$ cat src/rtl/digital_pll_lock_detect.sv
// Frequency-lock monitor for the digital PLL.
// Runs on the PLL output clock. It counts PLL cycles between rising edges of the
// reference oscillator and compares each count with the programmed divider.
// Lock is declared after LOCK_COUNT consecutive in-tolerance periods. Lock is
// dropped after UNLOCK_COUNT consecutive out-of-tolerance periods.
// A saturated period counter means the reference has stopped. This raises stall
// and forces the detector to re-prime.
//
// state   | meaning
// --------+---------------------------------------------------------------
// IDLE    | detector disabled; counters, locked and stall held clear
// PRIME   | waiting for a first osc edge to start a clean period count
// ACQUIRE | measuring periods, counting consecutive good ones toward lock
// LOCKED  | lock asserted, counting consecutive bad periods toward unlock
module digital_pll_lock_detect #(
  parameter int CNT_W        = 7,
  parameter int TOL          = 1,
  parameter int LOCK_COUNT   = 4,
  parameter int UNLOCK_COUNT = 2
) (
  input  logic             clock_i,
  input  logic             reset_i,
  input  logic             enable_i,
  input  logic             osc_i,
  input  logic [4:0]       div_i,
  output logic             locked_o,
  output logic [CNT_W-1:0] meas_o,
  output logic             meas_valid_o,
  output logic             stall_o
);

  typedef enum logic [1:0] {
    IDLE    = 2'd0,
    PRIME   = 2'd1,
    ACQUIRE = 2'd2,
    LOCKED  = 2'd3
  } state_t;

  localparam logic [CNT_W-1:0] PC_MAX  = {CNT_W{1'b1}};
  localparam logic [CNT_W-1:0] PC_ZERO = '0;
  localparam logic [CNT_W-1:0] PC_ONE  = {{(CNT_W-1){1'b0}}, 1'b1};
  localparam logic [CNT_W:0]   TOL_W   = (CNT_W+1)'(TOL);
  localparam logic [3:0]       LOCK_N   = 4'(LOCK_COUNT);
  localparam logic [3:0]       UNLOCK_N = 4'(UNLOCK_COUNT);

  state_t           state_q, state_d;
  logic [2:0]       sync_q;
  logic [CNT_W-1:0] pc_q, pc_d;
  logic [3:0]       good_cnt_q, good_cnt_d;
  logic [3:0]       bad_cnt_q, bad_cnt_d;
  logic             locked_q, locked_d;
  logic             stall_q, stall_d;
  logic [CNT_W-1:0] meas_q, meas_d;
  logic             meas_valid_q, meas_valid_d;

  logic             osc_rise;
  logic             pc_sat;
  logic [CNT_W-1:0] pc_inc;
  logic [CNT_W:0]   pc_ext;
  logic [CNT_W:0]   div_ext;
  logic [CNT_W:0]   diff;
  logic             good;
  logic [3:0]       good_inc;
  logic [3:0]       bad_inc;

  // Three-flop synchroniser for the asynchronous reference oscillator
  always_ff @(posedge clock_i or posedge reset_i) begin
    if (reset_i) begin
      sync_q <= 3'b000;
    end else begin
      sync_q <= {sync_q[1:0], osc_i};
    end
  end

  // Edge detect, counter helpers and the tolerance judgement on the current count
  always_comb begin
    osc_rise = sync_q[1] & ~sync_q[2];
    pc_sat   = (pc_q == PC_MAX);
    pc_inc   = pc_sat ? pc_q : (pc_q + PC_ONE);
    pc_ext   = {1'b0, pc_q};
    div_ext  = {{(CNT_W-4){1'b0}}, div_i};
    if (pc_ext >= div_ext) begin
      diff = pc_ext - div_ext;
    end else begin
      diff = div_ext - pc_ext;
    end
    // A divider below 2 cannot describe a real PLL ratio, so nothing is judged good
    good     = (div_i >= 5'd2) && (diff <= TOL_W);
    good_inc = good_cnt_q + 4'd1;
    bad_inc  = bad_cnt_q + 4'd1;
  end

  // Next-state and datapath decisions for the lock FSM
  always_comb begin
    state_d      = state_q;
    pc_d         = pc_q;
    good_cnt_d   = good_cnt_q;
    bad_cnt_d    = bad_cnt_q;
    locked_d     = locked_q;
    stall_d      = stall_q;
    meas_d       = meas_q;
    meas_valid_d = 1'b0;

    if (!enable_i) begin
      // Disable overrides everything, including a coincident osc edge
      state_d    = IDLE;
      pc_d       = PC_ZERO;
      good_cnt_d = 4'd0;
      bad_cnt_d  = 4'd0;
      locked_d   = 1'b0;
      stall_d    = 1'b0;
    end else begin
      unique case (state_q)
        IDLE: begin
          pc_d       = PC_ZERO;
          good_cnt_d = 4'd0;
          bad_cnt_d  = 4'd0;
          locked_d   = 1'b0;
          stall_d    = 1'b0;
          state_d    = PRIME;
        end

        PRIME: begin
          if (osc_rise) begin
            // The count before the first edge covers an unknown interval, so it is discarded
            pc_d    = PC_ONE;
            stall_d = 1'b0;
            state_d = ACQUIRE;
          end else if (pc_sat) begin
            stall_d = 1'b1;
            pc_d    = PC_ZERO;
          end else begin
            pc_d = pc_inc;
          end
        end

        ACQUIRE, LOCKED: begin
          if (osc_rise) begin
            // An edge that coincides with saturation still counts as a measurement
            pc_d         = PC_ONE;
            meas_d       = pc_q;
            meas_valid_d = 1'b1;
            if (state_q == ACQUIRE) begin
              if (good) begin
                if (good_inc == LOCK_N) begin
                  state_d    = LOCKED;
                  locked_d   = 1'b1;
                  good_cnt_d = 4'd0;
                  bad_cnt_d  = 4'd0;
                end else begin
                  good_cnt_d = good_inc;
                end
              end else begin
                good_cnt_d = 4'd0;
              end
            end else begin
              if (good) begin
                bad_cnt_d = 4'd0;
              end else if (bad_inc == UNLOCK_N) begin
                state_d    = ACQUIRE;
                locked_d   = 1'b0;
                good_cnt_d = 4'd0;
                bad_cnt_d  = 4'd0;
              end else begin
                bad_cnt_d = bad_inc;
              end
            end
          end else if (pc_sat) begin
            // Reference has gone quiet: drop lock and wait for it to return
            stall_d    = 1'b1;
            locked_d   = 1'b0;
            pc_d       = PC_ZERO;
            good_cnt_d = 4'd0;
            bad_cnt_d  = 4'd0;
            state_d    = PRIME;
          end else begin
            pc_d = pc_inc;
          end
        end

        default: begin
          state_d = IDLE;
        end
      endcase
    end
  end

  // State and datapath registers
  always_ff @(posedge clock_i or posedge reset_i) begin
    if (reset_i) begin
      state_q      <= IDLE;
      pc_q         <= PC_ZERO;
      good_cnt_q   <= 4'd0;
      bad_cnt_q    <= 4'd0;
      locked_q     <= 1'b0;
      stall_q      <= 1'b0;
      meas_q       <= PC_ZERO;
      meas_valid_q <= 1'b0;
    end else begin
      state_q      <= state_d;
      pc_q         <= pc_d;
      good_cnt_q   <= good_cnt_d;
      bad_cnt_q    <= bad_cnt_d;
      locked_q     <= locked_d;
      stall_q      <= stall_d;
      meas_q       <= meas_d;
      meas_valid_q <= meas_valid_d;
    end
  end

  assign locked_o     = locked_q;
  assign meas_o       = meas_q;
  assign meas_valid_o = meas_valid_q;
  assign stall_o      = stall_q;

endmodule
$ cat config.mk
export PLATFORM = sky130hd
export DESIGN_NAME = digital_pll_lock_detect
export DESIGN_NICKNAME = d
export VERILOG_FILES = /design/src/rtl/digital_pll_lock_detect.sv
export SDC_FILE = /design/constraint.sdc
export NUM_CORES = 1
export LEC_CHECK = 0
export CAP_MARGIN = 5
export CORE_AREA = 2 2 70 72
export CTS_CLUSTER_SIZE = 10
export DETAILED_ROUTE_END_ITERATION = 16
export DIE_AREA = 0 0 72 74
export SLEW_MARGIN = 30
export SYNTH_ARGS = -nofsm -noshare
export SYNTH_HDL_FRONTEND = slang
export SYNTH_SLANG_ARGS = --single-unit
$ cat constraint.sdc
create_clock -name clock_i -period 6.08 [get_ports clock_i]
set_input_delay 1.52 -clock clock_i [delete_from_list [all_inputs] [get_ports clock_i]]
set_output_delay 1.52 -clock clock_i [all_outputs]
set_load 0.01 [all_outputs]
==> metrics.cfg, run 1 <==
[synth]
synth_cell_types = 49
async_flop_share_pct = 100.0
synth-seq-area-share_pct = 38.29
yosys_warnings = 0
syn-instance-count = 214
yosys-top-cells-area = dfrtp_1 (38%), ha_1 (9.6%), inv_1 (4.2%)
synth_area_leader_cell = dfrtp_1
avgSynthCellArea_um2 = 9.162
ys_ff_latch = 30
synth_ff_type = dfrtp_1
synthesis.nets = 240
syn_area_um2 = 1961
synth_top_area_share_pct = 38.29
synth-edff-count = 0

[floorplanning]
die_h_um = 74
die_w_um = 72
die_area_um2 = 5328
placeableCoreArea_um2 = 4598
ioPinCount = 19
core.rowCount = 25
start_util_pct = 42.64

[timing]
post-route-min-period_ps = 4042
layout_worst_path_cycle_share_pct = 66.49
hold_violations = 0
setup_slack_ps = 2038
rsz0062_at_grt = no
worst_hold_slack_ps = 350.2
tightest_slew_ps = 612.1
skew_ps = 11.02
fmaxAchievable_ghz = 0.2474
drv_slew = 0
fin_tns_setup_ps = 0
setup_viol = 0
maxSlewHeadroom_pct = 59.08

[route]
routed_wl_mm = 3.880
ant_nets = 0
via_per_inst = 5.277
firstDrtPassIters = 4
route.detailed.drc = 0
num_vias = 1525
wl_per_cell_um = 13.43
drtIter0Drc = 87

[cts]
root_buffer = clkbuf_8
cts-buffers-inserted = 5
cts_hold_repair.buffers = 0
htreeDepth = 2
ctsResizeCount = 0
cts_setup_buffers = 0
clkTransAtPathRegs_ps = 70
cts.sinks = 30
insertion_delay_ps = 280
cts_tree = done
clockBufferDepth = 2

[finish]
n_antenna_cell = 0
post_route_cells_drive_above_1_share_pct = 8.936
fin_nets = 261
fin_util_pct = 49.90
syn_to_final_growth_pct = 17.04

[status]
status = complete, no violations

[worst_hold_path]
min_to = sync_q[1]$_DFF_PP0_
worstHoldStart = sync_q[0]$_DFF_PP0_
hold_depth = 0
holdCritPathClass = reg2reg

[place]
place_hpwl_mm = 2.899
place_worst_setup_slack_ps = 1743
place_congestion = 0.8205
portBuffers = 18

[power]
irDropWorstVdd_mv = 0.1196
leakage_nw = 1.016
powerDensity_nw_per_um2 = 209.7

[worst_setup_path]
crit_buf_inv = 3
crit_slowest_cell = clkdlybuf4s50_1
r2r_cells = 10
critPathMaxStageDelay_ps = 430
reg2reg_from = pc_q[0]$_DFF_PP0_
r2r-end = bad_cnt_q[0]$_DFFE_PP0P_
cp_cell_sequence = clkdlybuf4s50_1 -> inv_1 -> ha_1 -> inv_1 -> fa_1 -> a21o_1 -> a21o_1 -> or3b_1 -> a211oi_2 -> a21oi_2 -> a31o_1 -> o2bb2ai_1
worst-path-max-fanout = 10
cp.arrival_ps = 4200
worstPathRequired_ps = 6240
end_kind = flip-flop
critPathKind = in2reg
worst_setup_path_start_kind = primary input
r2r_slack_ps = 3200
critPathTopFamily = compound AO/OA/AOI/OAI gates

[global_routing]
first_global_vias = 1445
antenna_found_initial = 0
grt_pass1_wl_mm = 6.665
grt_util_all_layers_pct = 16.22
grt_max_degree = 31
grt.overflow.total = 0

[job]
cap_violations = 0

[cell families after synthesis]
logic type | Yosys count | synth area share [%]
simple gates | 70 | 17.61
flops | 30 | 38.29
compound gates | 58 | 21.06
xor+xnor | 10 | 4.467
mux | 2 | 1.021
buf+inv | 27 | 5.935
fa+ha+maj | 17 | 11.61
[power breakdown]
| part | leakage, nW | internal (mW) | switching [mW] |
|---|---|---|---|
| Combinational | 0.552 | 0.0282 | 0.0363 |
| Sequential | 0.407 | 0.205 | 0.00621 |
| Clock | 0.0573 | 0.131 | 0.0746 |
| Total | 1.02 | 0.364 | 0.117 |
[layer usage]
metal / global-route usage, % / share of wire, % / up-vias
met3: 3.794 / 3.2 / 4
met1: 23.20 / 52 / 705
li1: - / - / 791
met5: 0 / 0 / -
met4: 6.709 / 1.1 / 0
met2: 23.77 / 43 / 25
[worst register-to-register path: cells and delay by family, from the launching register on]
kind	cells	cell delay, ps
AO/OA/AOI/OAI	4	950
buffers and inverters	2	230
flip-flops	1	420
AND/OR/NAND/NOR	1	430
XOR/XNOR	1	170
adder cells (fa/ha/maj)	2	580
[stage by stage]
stage	instances	power (mW)	area (µm²)
3_3_place_gp	282	0.2797	2182
6_report	289	0.4811	2295
4_1_cts	289	0.4874	2295
3_5_place_dp	282	0.2790	2182
5_1_grt	289	0.5035	2295
2_1_floorplan	214	0.2588	1961
[placed cells by master (no fill, tap or decap), types with 3 or more instances in the layout]
master            n
a21boi_0          4
a21oi_1           6
a31oi_1           5
clkbuf_8          6
clkdlybuf4s50_1  18
dfrtp_1          30
ha_1             15
inv_1            22
nand2_1          18
nand2b_1          5
nand3_1           7
nand4_1           3
nor2_1           17
nor3_1            7
o21ai_0          15
o2bb2ai_1         4
or3_1             3
xnor2_1           7
xor2_1            3
[synth_stat cells, types with 4 or more instances]
| cell type | instances |
|---|---|
| dfrtp_1 | 30 |
| inv_1 | 22 |
| nand2_1 | 18 |
| nor2_1 | 17 |
| ha_1 | 15 |
| o21ai_0 | 15 |
| nand3_1 | 7 |
| nor3_1 | 7 |
| xnor2_1 | 7 |
| a21oi_1 | 6 |
| a31oi_1 | 5 |
| nand2b_1 | 5 |
| a21boi_0 | 4 |
| o2bb2ai_1 | 4 |
[area by class of cell]
class	instances	area [µm²]
clock buffers	6	82.58
fillers	421	2303
repair buffers	19	187.7
inverters	22	82.58
well taps	54	67.56
clock inverters	1	30.03
multi-input cells	157	1094
flip-flops and latches	30	750.7
[sequential cells by signal, indices dropped and copies added, names as in the netlist]
signal and flops:
locked_o 1, bad_cnt_q 4, good_cnt_q 4, state_q 2
meas_o 7, stall_o 1, sync_q 3, pc_q 7
meas_valid_o 1
[worst max-delay path by stage]
stage / startpoint / end / slack [ps] / cells after the start
floorplan: div_i[0] / bad_cnt_q[0]$_DFFE_PP0P_ / 2400 / 11
global placement: div_i[0] / bad_cnt_q[0]$_DFFE_PP0P_ / 1800 / 12
detailed placement: div_i[1] / bad_cnt_q[0]$_DFFE_PP0P_ / 1740 / 10
CTS: div_i[0] / bad_cnt_q[0]$_DFFE_PP0P_ / 2040 / 12
global route: div_i[1] / good_cnt_q[3]$_DFFE_PP0P_ / 1880 / 10
finish: div_i[0] / bad_cnt_q[0]$_DFFE_PP0P_ / 2040 / 12
No activity file was read; power rests on OpenSTA's default activity.
==> run 2, diff against run 1 <==
==> constraint.sdc (replaced) <==
create_clock -name clock_i -period 4.11 [get_ports clock_i]
set_input_delay 1.0275 -clock clock_i [delete_from_list [all_inputs] [get_ports clock_i]]
set_output_delay 1.0275 -clock clock_i [all_outputs]
set_load 0.01 [all_outputs]
==> run 2 against run 1 <==
Against the previous run: clock power grew 47%; final area is the same; critical path depth decreased by 3; clock-buffer cell count stayed put; sequential power is 48% higher; register-to-register slack got worse by 2000 ps; utilization unchanged; sequential cell count did not move.
==> metrics.cfg, run 2 (same netlist as run 1, synthesis figures left out) <==
[status]
status = complete, no violations  ; unchanged

[timing]
fmaxAchievable_ghz = 0.2823
rsz0062_at_grt = no  ; unchanged
tightest_slew_ps = 579.2  ; was 612.1 ps
skew_ps = 5.184  ; was 11.02 ps
post-route-min-period_ps = 3542
drv_slew = 0  ; unchanged
hold_violations = 0  ; unchanged
worst_hold_slack_ps = 349.8  ; was 350.2 ps
maxSlewHeadroom_pct = 61.28  ; was 59.08%
layout_worst_path_cycle_share_pct = 86.19
fin_tns_setup_ps = 0  ; unchanged
setup_viol = 0  ; unchanged
setup_slack_ps = 567.6  ; was 2038 ps

[power]
intPower_mw = 0.5385  ; was 0.3640 mW
finalPower_mw = 0.7097  ; was 0.4811 mW
comb_power_share_pct = 13.5  ; was 13.4%
leakage_nw = 1.016  ; unchanged
irDropWorstVdd_mv = 0.2003  ; was 0.1196 mV
seqPwrFrac_pct = 44.0  ; was 43.9%
clkPwrFrac_pct = 42.5  ; was 42.7%
powerDensity_nw_per_um2 = 309.3  ; was 209.7 nW/µm²
switchingPower_mw = 0.1712  ; was 0.1171 mW
p_sw_share_pct = 24.12  ; was 24.34%

[worst_setup_path]
cp.arrival_ps = 3760  ; was 4200 ps
worstPathRequired_ps = 4330  ; was 6240 ps
reg2reg_from = pc_q[0]$_DFF_PP0_  ; unchanged
worst_setup_path_start_kind = primary input  ; unchanged
crit_start = div_i[1]  ; was div_i[0]
critPathKind = in2reg  ; unchanged
worst-path-max-fanout = 10  ; unchanged
end_kind = flip-flop  ; unchanged

[cts]
cts.sinks = 30  ; unchanged
cts-buffers-inserted = 5  ; unchanged
cts_setup_buffers = 0  ; unchanged
cts_hold_repair.buffers = 0  ; unchanged
root_buffer = clkbuf_8  ; unchanged
htreeDepth = 2  ; unchanged
insertion_delay_ps = 280  ; about the same
clkTransAtPathRegs_ps = 70  ; about the same
ctsResizeCount = 0  ; unchanged
clockBufferDepth = 2  ; unchanged
cts_tree = done  ; unchanged

[route]
firstDrtPassIters = 5  ; was 4
route.detailed.drc = 0  ; unchanged
wl_met1_mm = 1.925  ; was 2.031 mm
wl_per_cell_um = 13.75  ; was 13.43 µm
ant_nets = 0  ; unchanged
routed_wl_mm = 3.974  ; was 3.880 mm
drtIter0Drc = 91  ; was 87
top_layer_used = met4  ; unchanged
num_vias = 1579  ; was 1525
via_per_inst = 5.464  ; was 5.277
dr_wl_met2_mm = 1.757  ; was 1.680 mm
met3_length_um = 216  ; was 125 µm

[global_routing]
antenna_found_initial = 0  ; unchanged
first_global_vias = 1496  ; was 1445
grt.overflow.total = 0  ; unchanged
grt_util_all_layers_pct = 16.98  ; was 16.22%
grt_max_degree = 31  ; unchanged
grt_pass1_wl_mm = 6.900  ; was 6.665 mm

[place]
placed_cells = 282  ; unchanged
place_congestion = 0.8206  ; was 0.8205
place_worst_setup_slack_ps = 266.8  ; was 1743 ps
portBuffers = 18  ; unchanged
placed_cell_area_um2 = 2182  ; unchanged
place_hpwl_mm = 2.939  ; was 2.899 mm

[floorplanning]
ioPinCount = 19  ; unchanged
die_area_um2 = 5328  ; unchanged
core.rowCount = 25  ; unchanged
die_h_um = 74  ; unchanged
placeableCoreArea_um2 = 4598  ; unchanged
start_util_pct = 42.64  ; unchanged
die_w_um = 72  ; unchanged

[finish]
layout_common_cells = dfrtp_1 (30), inv_1 (22), nand2_1 (18), clkdlybuf4s50_1 (18), nor2_1 (17)  ; unchanged
syn_to_final_growth_pct = 17.04  ; unchanged
register_area_um2 = 750.7  ; unchanged
n_antenna_cell = 0  ; unchanged
multiInputGateArea_um2 = 1094  ; unchanged
fin_nets = 261  ; unchanged
final_cell_area_um2 = 2295  ; unchanged
fin_util_pct = 49.90  ; unchanged
post_route_cells_drive_above_1_share_pct = 8.936  ; unchanged
nFillCells = 430  ; was 421
final_common_cell = dfrtp_1  ; unchanged
final_cells = 289  ; unchanged

[job]
cap_violations = 0  ; unchanged

[worst_hold_path]
worstHoldStart = sync_q[0]$_DFF_PP0_  ; unchanged
holdCritPathClass = reg2reg  ; unchanged

run 2: critical path, cell delays in order:
cell             delay (ps)
clkdlybuf4s50_1         570
inv_1                   110
fa_1                    460
xor2_1                  170
or3_2                   430
a211oi_1                340
a21oi_2                 200
a31oi_2                 270
a22o_1                  190
run 2: layer usage:
| metal | global-route usage, % | up-vias |
|---|---|---|
| met4 | 6.289 | 0 |
| met5 | 0 | - |
| met3 | 4.201 | 8 |
| li1 | - | 793 |
| met2 | 26.54 | 47 |
| met1 | 23.08 | 731 |
run 2: path summary, 6_finish.rpt:
check | endpoint | slack (ps) | depth (start not counted)
hold / removal | sync_q[1]$_DFF_PP0_ | 350 | 0
setup reg to reg | good_cnt_q[3]$_DFFE_PP0P_ | 1230 | 10
setup / recovery | good_cnt_q[3]$_DFFE_PP0P_ | 570 | 9
min in group asynchronous | meas_o[6]$_DFFE_PP0P_ | 1120 | 3
max in group asynchronous | pc_q[2]$_DFF_PP0_ | 2700 | 3
hold reg to reg | sync_q[1]$_DFF_PP0_ | 350 | 0
run 2: power groups by stage:
stage	Combinational (mW)	Sequential (mW)	Clock [mW]
floorplan	0.0692	0.314	0
CTS	0.0968	0.312	0.311
detailed placement	0.0957	0.318	0
global placement	0.0962	0.318	0
finish	0.0956	0.312	0.302
global route	0.109	0.314	0.320
run 2: final cells by class:
type	instances	share of cell area (%)
Timing Repair Buffer	19	8.179
Multi-Input combinational cell	157	47.66
Sequential cell	30	32.72
Clock buffer	6	3.599
Tap cell	54	2.944
Inverter	22	3.599
Clock inverter	1	1.309
==> run 3, diff against run 2 <==
==> constraint.sdc (replaced) <==
create_clock -name clock_i -period 4.11 [get_ports clock_i]
set_input_delay 0.6165 -clock clock_i [delete_from_list [all_inputs] [get_ports clock_i]]
set_output_delay 0.6165 -clock clock_i [all_outputs]
set_load 0.01 [all_outputs]
==> run 3 against run 2 <==
Against the previous run: highest routed layer unchanged; first-iteration DRC count decreased by 4.4%; sequential power is essentially flat; final area increased by 1.3%; die area unchanged; largest cell class unchanged; largest power group is now the clock network; clock-buffer cell count unchanged; non-clock buffer count stayed put; cell count is 0.35% higher; hold slack better by 2.5 ps.
==> metrics.cfg, run 3 (same netlist as run 1, synthesis figures left out) <==
[finish]
final_common_cell = dfrtp_1  ; unchanged
layout_common_cells = dfrtp_1 (30), inv_1 (22), nand2_1 (18), clkdlybuf4s50_1 (18), nor2_1 (17)  ; unchanged
post_route_cells_drive_above_1_share_pct = 9.322  ; was 8.936%
nFillCells = 431  ; was 430
multiInputGateArea_um2 = 1094  ; unchanged
syn_to_final_growth_pct = 18.57  ; was 17.04%
fin_nets = 261  ; unchanged
n_antenna_cell = 0  ; unchanged
register_area_um2 = 750.7  ; unchanged

[floorplanning]
start_util_pct = 42.64  ; unchanged
ioPinCount = 19  ; unchanged
core.rowCount = 25  ; unchanged
placeableCoreArea_um2 = 4598  ; unchanged
die_w_um = 72  ; unchanged
die_h_um = 74  ; unchanged
die_area_um2 = 5328  ; unchanged

[power]
intPower_mw = 0.6032  ; was 0.5385 mW
seqPwrFrac_pct = 39.5  ; was 44.0%
p_sw_share_pct = 23.60  ; was 24.12%
leakage_nw = 1.031  ; was 1.016 nW
finalPower_mw = 0.7895  ; was 0.7097 mW
comb_power_share_pct = 12.1  ; was 13.5%
powerDensity_nw_per_um2 = 339.6  ; was 309.3 nW/µm²
clkPwrFrac_pct = 48.3  ; was 42.5%
switchingPower_mw = 0.1863  ; was 0.1712 mW
irDropWorstVdd_mv = 0.1698  ; was 0.2003 mV

[timing]
setup_viol = 0  ; unchanged
maxSlewHeadroom_pct = 60.44  ; was 61.28%
rsz0062_at_grt = no  ; unchanged
post-route-min-period_ps = 3123  ; was 3542 ps
layout_worst_path_cycle_share_pct = 76.00  ; was 86.19%
fin_tns_setup_ps = 0  ; unchanged
skew_ps = 4.834  ; was 5.184 ps
hold_violations = 0  ; unchanged
drv_slew = 0  ; unchanged
tightest_slew_ps = 591.7  ; was 579.2 ps
fmaxAchievable_ghz = 0.3202  ; was 0.2823 GHz

[route]
routed_wl_mm = 4.019  ; was 3.974 mm
wl_per_cell_um = 13.86  ; was 13.75 µm
drtIter0Drc = 87  ; was 91
route.detailed.drc = 0  ; unchanged
num_vias = 1548  ; was 1579
ant_nets = 0  ; unchanged
firstDrtPassIters = 4  ; was 5
via_per_inst = 5.338  ; was 5.464

[cts]
cts_tree = done  ; unchanged
insertion_delay_ps = 290  ; was 280 ps
htreeDepth = 2  ; unchanged
cts-buffers-inserted = 5  ; unchanged
ctsResizeCount = 0  ; unchanged
cts.sinks = 30  ; unchanged
clockBufferDepth = 2  ; unchanged
cts_setup_buffers = 0  ; unchanged
root_buffer = clkbuf_8  ; unchanged
clkTransAtPathRegs_ps = 70  ; about the same
cts_hold_repair.buffers = 0  ; unchanged

[worst_setup_path]
critPathMaxStageDelay_ps = 430  ; was 570 ps
cp_cell_sequence = clkdlybuf4s50_1 -> inv_1 -> ha_1 -> inv_1 -> fa_1 -> a21o_1 -> a21o_1 -> or3b_1 -> a211oi_2 -> a21oi_2 -> a31o_1 -> o2bb2ai_1  ; was clkdlybuf4s50_1 -> inv_1 -> fa_1 -> xor2_1 -> or3_2 -> a211oi_1 -> a21oi_2 -> a31oi_2 -> a22o_1
worstPathRequired_ps = 4290  ; was 4330 ps
end_kind = flip-flop  ; unchanged
critPathKind = in2reg  ; unchanged
crit_slowest_cell = clkdlybuf4s50_1  ; unchanged
worst_setup_path_start_kind = primary input  ; unchanged
crit_buf_inv = 3  ; was 2
cp.arrival_ps = 3310  ; was 3760 ps
worst-path-max-fanout = 10  ; unchanged
critPathTopFamily = compound AO/OA/AOI/OAI gates  ; unchanged

[global_routing]
grt_util_all_layers_pct = 17.44  ; was 16.98%
first_global_vias = 1476  ; was 1496
grt_max_degree = 31  ; unchanged
antenna_found_initial = 0  ; unchanged
grt.overflow.total = 0  ; unchanged
grt_pass1_wl_mm = 7.038  ; was 6.900 mm

[status]
status = complete, no violations  ; unchanged

[place]
place_congestion = 0.8206  ; unchanged
place_hpwl_mm = 2.945  ; was 2.939 mm
portBuffers = 18  ; unchanged

[job]
cap_violations = 0  ; unchanged

[worst_hold_path]
holdCritPathClass = reg2reg  ; unchanged

-- run 3: cell count changes in the layout (fill, tap and decap cells not counted), sizes merged --
cell,previous run,this run
bufinv,1,2
-- run 3: worst register-to-register path, cell delays in order (launching register included) --
cell       delay (ps)
dfrtp_1           420
inv_1             170
ha_1              190
inv_1              50
fa_1              390
nand3_1           100
a311oi_1           90
or4_1             540
a211oi_2          270
a21oi_2           140
a31o_1            280
o2bb2ai_1         120
-- run 3: power by group through the flow --
stage | Clock, mW | Combinational (mW) | Sequential (mW)
after floorplan | 0 | 0.0692 | 0.314
after global placement | 0 | 0.0962 | 0.318
after detailed placement | 0 | 0.0955 | 0.318
after CTS | 0.386 | 0.0967 | 0.312
after global routing | 0.400 | 0.109 | 0.314
final | 0.382 | 0.0958 | 0.312
-- run 3: layout make-up --
cell class                      instances  area share (%)
Multi-Input combinational cell        157           47.04
Sequential cell                        30           32.29
Timing Repair Buffer                   19           8.073
Clock buffer                            6           3.552
Inverter                               22           3.552
Tap cell                               54           2.906
Clock inverter                          2           2.583
-- run 3: worst paths after layout --
path                                      from  depth (start not counted)                       end  slack [ps]
min in group asynchronous              reset_i                          3     meas_o[1]$_DFFE_PP0P_         690
max in group asynchronous              reset_i                          3         pc_q[1]$_DFF_PP0_        3130
hold reg to reg            sync_q[0]$_DFF_PP0_                          0       sync_q[1]$_DFF_PP0_         350
setup reg to reg             pc_q[0]$_DFF_PP0_                         11  bad_cnt_q[0]$_DFFE_PP0P_        1250
setup / recovery                      div_i[0]                         12  bad_cnt_q[0]$_DFFE_PP0P_         990
hold / removal             sync_q[0]$_DFF_PP0_                          0       sync_q[1]$_DFF_PP0_         350
-- run 3: layer usage --
layer,GRT usage [%],wire length (µm),vias to the layer above
met1,23.82,2093,718
met2,26.34,1710,23
met5,0,0,-
met3,5.149,140,8
met4,6.709,74,0
li1,-,-,799
-- run 3: through the flow --
step / worst slack [ps] / std cells / hold slack (ps) / util (%) / cell area (µm²)
2_1_floorplan: 1333 / 214 / 331.2 / - / 1961
3_3_place_gp: 729.2 / 282 / 339.3 / 47.46 / 2182
3_5_place_dp: 672.9 / 282 / 340.2 / 47.46 / 2182
4_1_cts: 990.7 / 290 / 356.6 / 50.56 / 2325
5_1_grt: 811.9 / 290 / 369.8 / 50.56 / 2325
6_report: 986.6 / 290 / 352.3 / 50.56 / 2325
